`src/rtl/pwm_capture.sv`:
```
// pwm_capture: measures an asynchronous PWM input.
// The pin is synchronized through three flops. The block reports the high
// time and the full period, rising edge to rising edge, of each complete
// cycle. It also flags a stalled line after TIMEOUT cycles with no edge.
module pwm_capture #(
  parameter int WIDTH   = 16,
  parameter int TIMEOUT = 32767
) (
  input  logic             i_clk,
  input  logic             i_rst_n,
  input  logic             i_pwm,
  output logic [WIDTH-1:0] o_high,
  output logic [WIDTH-1:0] o_period,
  output logic             o_valid,
  output logic             o_timeout,
  output logic             o_level
);

  typedef enum logic [1:0] {
    IDLE,
    HIGH,
    LOW
  } state_t;

  localparam logic [WIDTH-1:0] CNT_MAX   = '1;
  localparam logic [WIDTH-1:0] QUIET_MAX = WIDTH'(TIMEOUT);
  localparam logic [WIDTH-1:0] QUIET_PRE = WIDTH'(TIMEOUT - 1);
  localparam logic [WIDTH-1:0] ONE       = WIDTH'(1);

  state_t           state;
  logic             s1;
  logic             s2;
  logic             s3;
  logic             rise;
  logic             fall;
  logic             any_edge;
  logic             stall;
  logic [WIDTH-1:0] cnt;
  logic [WIDTH-1:0] cnt_inc;
  logic [WIDTH-1:0] quiet;
  logic [WIDTH-1:0] r_high;

  // The third flop exists only to give edge detection a previous value.
  assign rise     = s2 & ~s3;
  assign fall     = ~s2 & s3;
  assign any_edge = rise | fall;
  assign o_level  = s2;

  // The period counter holds at its maximum instead of wrapping.
  assign cnt_inc = (cnt == CNT_MAX) ? cnt : cnt + ONE;

  // A stall is declared on the cycle quiet reaches TIMEOUT. An edge in
  // that same cycle clears quiet instead, so the edge wins.
  assign stall = ~any_edge & (quiet == QUIET_PRE);

  // Synchronizer chain. It resets high so a pin already high at reset
  // does not look like a rising edge.
  always_ff @(posedge i_clk) begin
    if (!i_rst_n) begin
      s1 <= 1'b1;
      s2 <= 1'b1;
      s3 <= 1'b1;
    end else begin
      s1 <= i_pwm;
      s2 <= s1;
      s3 <= s2;
    end
  end

  // Count cycles since the last edge of either polarity, saturating at TIMEOUT.
  always_ff @(posedge i_clk) begin
    if (!i_rst_n) begin
      quiet <= '0;
    end else if (any_edge) begin
      quiet <= '0;
    end else if (quiet != QUIET_MAX) begin
      quiet <= quiet + ONE;
    end
  end

  // Measurement FSM. The first rise only arms it, and each later rise
  // publishes the cycle that just ended.
  always_ff @(posedge i_clk) begin
    if (!i_rst_n) begin
      state     <= IDLE;
      cnt       <= '0;
      r_high    <= '0;
      o_high    <= '0;
      o_period  <= '0;
      o_valid   <= 1'b0;
      o_timeout <= 1'b0;
    end else begin
      o_valid <= 1'b0;
      case (state)
        IDLE: begin
          if (rise) begin
            cnt   <= ONE;
            state <= HIGH;
          end else if (stall) begin
            o_timeout <= 1'b1;
          end
        end

        HIGH: begin
          if (fall) begin
            r_high <= cnt;
            cnt    <= cnt_inc;
            state  <= LOW;
          end else if (stall) begin
            o_valid   <= 1'b1;
            o_high    <= '0;
            o_period  <= '0;
            o_timeout <= 1'b1;
            cnt       <= '0;
            state     <= IDLE;
          end else begin
            cnt <= cnt_inc;
          end
        end

        LOW: begin
          if (rise) begin
            o_period  <= cnt;
            o_high    <= r_high;
            o_valid   <= 1'b1;
            o_timeout <= 1'b0;
            cnt       <= ONE;
            state     <= HIGH;
          end else if (stall) begin
            o_valid   <= 1'b1;
            o_high    <= '0;
            o_period  <= '0;
            o_timeout <= 1'b1;
            cnt       <= '0;
            state     <= IDLE;
          end else begin
            cnt <= cnt_inc;
          end
        end

        default: begin
          state <= IDLE;
        end
      endcase
    end
  end

endmodule

```
`config.mk`:
```
export PLATFORM = sky130hd
export DESIGN_NAME = pwm_capture
export DESIGN_NICKNAME = d
export VERILOG_FILES = /design/src/rtl/pwm_capture.sv
export SDC_FILE = /design/constraint.sdc
export NUM_CORES = 1
export LEC_CHECK = 0
export ABC_AREA = 1
export BUFFER_PORTS_ARGS = -buffer_cell sky130_fd_sc_hd__buf_2
export CAP_MARGIN = 20
export CORE_ASPECT_RATIO = 1.75
export CORE_UTILIZATION = 50
export CTS_CLUSTER_DIAMETER = 50
export DETAILED_ROUTE_END_ITERATION = 7
export PLACE_DENSITY = 0.65
export SYNTH_ARGS = -nofsm -noshare
export SYNTH_HDL_FRONTEND = slang
export SYNTH_SLANG_ARGS = --single-unit
```
`constraint.sdc`:
```
create_clock -name i_clk -period 1.9 [get_ports i_clk]
set_clock_uncertainty 0.1 [all_clocks]
set_input_delay 0.38 -clock i_clk [delete_from_list [all_inputs] [get_ports i_clk]]
set_output_delay 0.38 -clock i_clk [all_outputs]
set_load 0.03 [all_outputs]
```
==> summary.txt, run 1 <==
Placed design
  • Placement Cell Area: 4470 µm²
  • Detail Placement HPWL: 7.14 mm
  • Port-buffer cells: 37
  • Gpl congestion: 0.929

Drt
  • WL/cell: 15.0 µm
  • Drt pass-1 iters: 5
  • Post-DR vias/cell: 5.36
  • DRC Markers: 0
  • DRT Wirelength: 10.7 mm
  • Vias: 3828
  • DRT iter0 DRCs: 199
  • Final ANT Viol Nets: 0

Job
  • MaxCap Viol Count: 0

Power and ir drop
  • Internal power: 3.06 mW
  • Sw frac: 20.8%
  • PwrDens: 770 nW/µm²
  • P_leak: 1.93 nW
  • Flop pwr share: 47.7%
  • NetSw: 0.806 mW
  • Worst vdd ir: 0.451 mV
  • Clk pwr share: 49.1%
  • Comb power frac: 3.3%

Synthesis
  • Mapped Avg Cell Area: 7.35 µm²
  • Top cell type's share of synthesized area: 42.8%
  • Post-Syn Area: 4070 µm²
  • Ranking of synthesized cells by area: dfxtp_1, nand2_1, a21oi_1
  • Mapped Cells: 554
  • Syn Nets: 566
  • #FFs+latches synth: 87
  • Yosys cell types: 35
  • Seq/Total Area, Yosys: 42.8%
  • Synth warnings: 0
  • Synth area leader: dfxtp_1

Timing
  • Min Tclk post-route: 1.84 ns
  • Slew headroom: 69.0%
  • Total negative slack: 0 ns
  • Slew @ Worst Pin: 0.462 ns
  • Worst Hold Margin: 0.116 ns
  • Max-slew violations: 0
  • Final-report hold violation count: 0
  • Fmax: 544 MHz
  • # setup viols final: 0
  • Period utilization: 96.7%

Clocking
  • Total CTS buffers: 9
  • Clk pin slew, worst setup/hold paths: 0.06 ns
  • CTS H-tree depth: 3
  • CTS root buf: clkbuf_16
  • CTS tree: yes
  • CTS sink cnt: 87
  • Skew-Pair Late Insertion Delay: 0.34 ns
  • Longest Clk Path Bufs: 2

Floorplan
  • Die X: 70.2 µm
  • I/O pin cnt: 38
  • Core ar.: 7910 µm²
  • DIE AREA: 8530 µm²
  • Row count: 43
  • Die Ht: 121 µm
  • Initial Utilization: 51.5%

Finish
  • Layout cells sized above 1: 25.3%
  • Nets: 631
  • Commonest cells after routing, fill and taps aside: nand2_1, dfxtp_1, a21oi_1
  • Design area: 5030 µm²
  • Fillcell total: 719
  • Ant diodes: 0
  • Area added between synthesis and finish: 23.4%
  • Commonest non-fill, non-tap cell in the layout: nand2_1

Global route
  • First-pass GRT wire length: 16.7 mm
  • Antenna violations before repair: 0
  • GRT Residual Overflow: 0
  • Vias in the first global route: 3597
  • Global Route Usage Sum: 25.3%
  • Largest net degree at the start of global routing: 38

Setup path
  • Critical path data arrival time: 2.01 ns
  • CP top delay family: buffers and inverters
  • Crit-path max cell delay: 0.31 ns
  • Critical path endpoint category: flop
  • Crit-path cells: buf_4 > ha_1 > inv_1 > nand2_4 > inv_2 > nand3_1 > a21oi_4 > clkbuf_16 > nand2_1 > a21oi_1
  • Crit Path Category: flop to flop
  • Crit Path Max Fanout: 7
  • Slowest cell on the critical path: dfxtp_1
  • Critical path buffers and inverters: 4
  • Kind of start point of the critical path: flop
  • Req. time, crit path: 2.07 ns

Run status
  • Status: finished clean

Min path
  • Worst min path class: primary input to flop
-- logic make-up (layout without fill, tap and decap cells) --
group                      count (synthesis)  count (layout)  synth area share (%)
adders and majority gates                  9               9                  2.76
xor gates and xnor gates                   3               3                 0.645
AOI/OAI and AO/OA                        114             117                  15.5
buffers and inverters                     73             140                  7.83
DFF                                       87              87                  42.8
and+or+nand+nor                          268             268                  30.5
-- stage by stage --
| stage | std cells | setup slack [ns] | util [%] | total power, mW |
|---|---|---|---|---|
| final | 714 | 0.0633 | 63.6 | 3.87 |
| after global placement | 686 | -0.0842 | 56.5 | 2.00 |
| after global routing | 714 | -0.0407 | 63.6 | 3.97 |
| after CTS | 704 | 0.0106 | 61.1 | 3.89 |
| after detailed placement | 686 | -0.114 | 56.5 | 2.00 |
| after floorplan | 554 | 0.0124 | - | 1.96 |
-- metal layers --
layer	GRT usage, %	vias to the layer above	part of all wire (%)	wire [µm]
met1	25.6	1776	38	4040
met5	0	-	0	0
met2	47.9	87	54	5830
li1	-	1936	-	-
met4	13.5	0	4.1	438
met3	4.40	29	4.0	427
-- flip-flops by register name, summed over array words and instances (netlist names) --
register / count
state: 2
quiet: 16
o_valid: 1
o_level: 1
o_high: 16
cnt: 16
o_period: 16
s3: 1
o_timeout: 1
s1: 1
r_high: 16
-- power groups by stage --
stage | registers [mW] | logic (mW) | clock network [mW]
after floorplan | 1.89 | 0.0679 | 0
after global placement | 1.88 | 0.113 | 0
after detailed placement | 1.89 | 0.115 | 0
after CTS | 1.84 | 0.117 | 1.93
after global routing | 1.85 | 0.138 | 1.99
final | 1.84 | 0.126 | 1.90
-- final timing paths --
| check | startpoint | to | slack (ns) | cells past startpoint |
|---|---|---|---|---|
| hold / removal | i_pwm | s1 | 0.12 | 2 |
| setup reg to reg | state[0] | cnt[2] | 0.06 | 10 |
| hold reg to reg | s1 | o_level | 0.32 | 1 |
| setup / recovery | state[0] | cnt[2] | 0.06 | 10 |
-- synthesized netlist by cell type, drive strengths merged --
| library cell | count |
|---|---|
| o31a | 1 |
| xor2 | 2 |
| nor3 | 10 |
| a31oi | 3 |
| o21ai | 35 |
| xnor2 | 1 |
| nand3 | 32 |
| nor2 | 45 |
| nand3b | 1 |
| inv | 51 |
| a211oi | 1 |
| o21bai | 1 |
| or2 | 4 |
| a21oi | 73 |
| ha | 9 |
| dfxtp | 87 |
| nand2 | 165 |
| clkbuf | 11 |
| buf | 11 |
| nor4 | 1 |
| nand4 | 10 |
-- timing repair --
action	4_1_cts	5_1_grt
cloned	1	3
resized for setup	3	23
hold buffers	0	0
buffers inserted	1	7
endpoints found under the setup margin	47	61
pin swaps	2	7
-- cell type report --
| cell class | count | area (µm²) | share of cell area (%) |
|---|---|---|---|
| clock buffers | 10 | 239 | 4.75 |
| clock inverters | 6 | 83.8 | 1.67 |
| inverters | 51 | 199 | 3.96 |
| multi-input cells | 397 | 2130 | 42.3 |
| flip-flops and latches | 87 | 1740 | 34.7 |
| well taps | 90 | 113 | 2.24 |
| repair buffers | 73 | 522 | 10.4 |
Power figures use the tool's default switching activity.
==> run 2: changes to the inputs <==
Settings changed: CORE_UTILIZATION 50 to 25, PLACE_DENSITY 0.65 to 0.36.
==> run 2 against run 1 <==
Die area increased by 97%. Largest cell class unchanged. Combinational power increased by 6%. Via count decreased by 0.99%. Critical endpoint is now cnt[7]. Sequential power about the same. Clock power decreased by 6%. Sequential share of layout area decreased by 1.5 points.
==> summary.txt, run 2 (synthesis gave the netlist of run 1 again) <==
Drt
  • DRC Markers: 0 (unchanged)
  • Final ANT Viol Nets: 0 (unchanged)
  • DRT Wirelength: 12.6 mm (+18%)
  • WL/cell: 15.3 µm (+2.0%)
  • Drt pass-1 iters: 6 (+1)
  • Vias: 3790 (-0.99%)
  • DRT iter0 DRCs: 100 (-50%)
  • Post-DR vias/cell: 4.60 (-14%)

Floorplan
  • I/O pin cnt: 38 (unchanged)
  • Initial Utilization: 25.7% (-26 points)
  • DIE AREA: 16800 µm² (+97%)
  • Row count: 61 (+42%)
  • Die Ht: 171 µm (+41%)
  • Die X: 98.5 µm (+40%)
  • Core ar.: 15900 µm² (+100%)

Clocking
  • Skew-Pair Late Insertion Delay: 0.35 ns (about the same)
  • CTS sink cnt: 87 (unchanged)
  • Clk pin slew, worst setup/hold paths: 0.07 ns (about the same)
  • Total CTS buffers: 9 (unchanged)
  • CTS H-tree depth: 3 (unchanged)
  • CTS root buf: clkbuf_16
  • Longest Clk Path Bufs: 2 (unchanged)
  • CTS tree: yes
  • CTS Hold Buffers Added: 0 (unchanged)

Placed design
  • Gpl congestion: 0.816 (-12%)
  • Detail Placement HPWL: 8.59 mm (+20%)
  • Port-buffer cells: 37 (unchanged)

Min path
  • Worst min path class: primary input to flop
  • Hold Startpoint: i_pwm

Setup path
  • Critical path endpoint category: flop
  • Slowest cell on the critical path: dfxtp_2
  • Crit Path Category: flop to flop
  • Most frequent CP cell: buf_4
  • Crit Path Max Fanout: 7 (unchanged)
  • Crit-path max cell delay: 0.33 ns (+0.02 ns)
  • Req. time, crit path: 2.08 ns (about the same)
  • Kind of start point of the critical path: flop
  • Critical path data arrival time: 2.01 ns (about the same)
  • Worst Setup SP: state[0]
  • RR Startpoint: state[0]
  • Crit-path cells: inv_1 > buf_4 > ha_2 > buf_4 > nand3_2 > a21oi_4 > clkbuf_16 > nand2_2 > a21oi_2

Global route
  • GRT Residual Overflow: 0 (unchanged)
  • Global Route Usage Sum: 15.4% (-9.9 points)
  • Largest net degree at the start of global routing: 37 (-2.6%)
  • First-pass GRT wire length: 19.6 mm (+17%)
  • Antenna violations before repair: 0 (unchanged)
  • Vias in the first global route: 3745 (+4.1%)

Power and ir drop
  • P_leak: 2.00 nW (+3.7%)
  • Worst vdd ir: 0.370 mV (-18%)
  • PwrDens: 715 nW/µm² (-7.0%)

Timing
  • # setup viols final: 0 (unchanged)
  • Slew headroom: 71.2% (+2.2 points)
  • Fmax: 549 MHz (+0.77%)
  • Min Tclk post-route: 1.82 ns (-0.0141 ns)
  • Max-slew violations: 0 (unchanged)
  • Worst Hold Margin: 0.115 ns (-0.00114 ns)
  • Slew @ Worst Pin: 0.431 ns (-0.0301 ns)
  • RSZ-0062 raised after global routing: yes
  • Period utilization: 95.9% (-0.74 points)
  • Final-report hold violation count: 0 (unchanged)
  • Total negative slack: 0 ns (unchanged)

Finish
  • Commonest cells after routing, fill and taps aside: nand2_1, dfxtp_1, a21oi_1
  • Nets: 642 (+1.7%)
  • Area added between synthesis and finish: 29.0%
  • Ant diodes: 0 (unchanged)
  • Layout cells sized above 1: 26.6% (+1.3 points)
  • Commonest non-fill, non-tap cell in the layout: nand2_1

Run status
  • Status: finished clean

Job
  • MaxCap Viol Count: 0 (unchanged)
-- run 2: final timing paths --
kind	endpoint	slack [ns]	cells past startpoint
worst min register to register	o_level	0.33	1
worst max-delay path	cnt[7]	0.08	9
worst min-delay path	s1	0.12	2
worst max register to register	cnt[7]	0.08	9
-- run 2: report_power, final --
group          switching (mW)  internal (mW)  leakage, nW
clock                   0.855          0.929        0.146
sequential            0.00826           1.83        0.702
combinational          0.0859         0.0466         1.15
total                   0.949           2.81         2.00
-- run 2: routing by layer --
metal | global-route usage [%] | vias to the layer above | routed length [µm]
met5 | 0 | - | 0
met4 | 8.89 | 0 | 505
met3 | 2.04 | 21 | 273
met2 | 29.8 | 63 | 6760
met1 | 15.7 | 1750 | 5100
li1 | - | 1956 | -
-- run 2: cell type report --
class                           instances  area [µm²]
Clock buffer                            9         225
Clock inverter                          7        71.3
Fill cell                            1728       10600
Inverter                               51         194
Multi-Input combinational cell        395        2120
Sequential cell                        87        1750
Tap cell                              189         236
Timing Repair Buffer                   86         658
-- run 2: timing repair --
action | CTS | global route
gates resized for setup | 4 | 22
endpoints found under the setup margin | 41 | 45
setup buffers | 3 | 7
pin swaps | 3 | 10
endpoints found under the hold margin | 0 | 0
cloned | 1 | 2
-- run 2: worst max-delay path, delay by kind of cell (launching register included) --
family / cells / cell delay, ns
AOI/OAI and AO/OA: 2 / 0.36
adders and majority gates: 1 / 0.32
buffers and inverters: 4 / 0.50
DFF: 1 / 0.33
and+or+nand+nor: 2 / 0.15
-- run 2: stage by stage --
stage / area [µm²] / power (mW) / cells / utilization (%) / worst slack, ns
floorplan: 4070 / 1.96 / 554 / - / 0.0124
global placement: 4690 / 2.01 / 795 / 29.5 / -0.162
detailed placement: 4690 / 2.01 / 795 / 29.5 / -0.214
CTS: 5060 / 3.82 / 815 / 31.9 / 0.00486
global route: 5260 / 3.91 / 824 / 33.1 / -0.00881
finish: 5260 / 3.76 / 824 / 33.1 / 0.0774
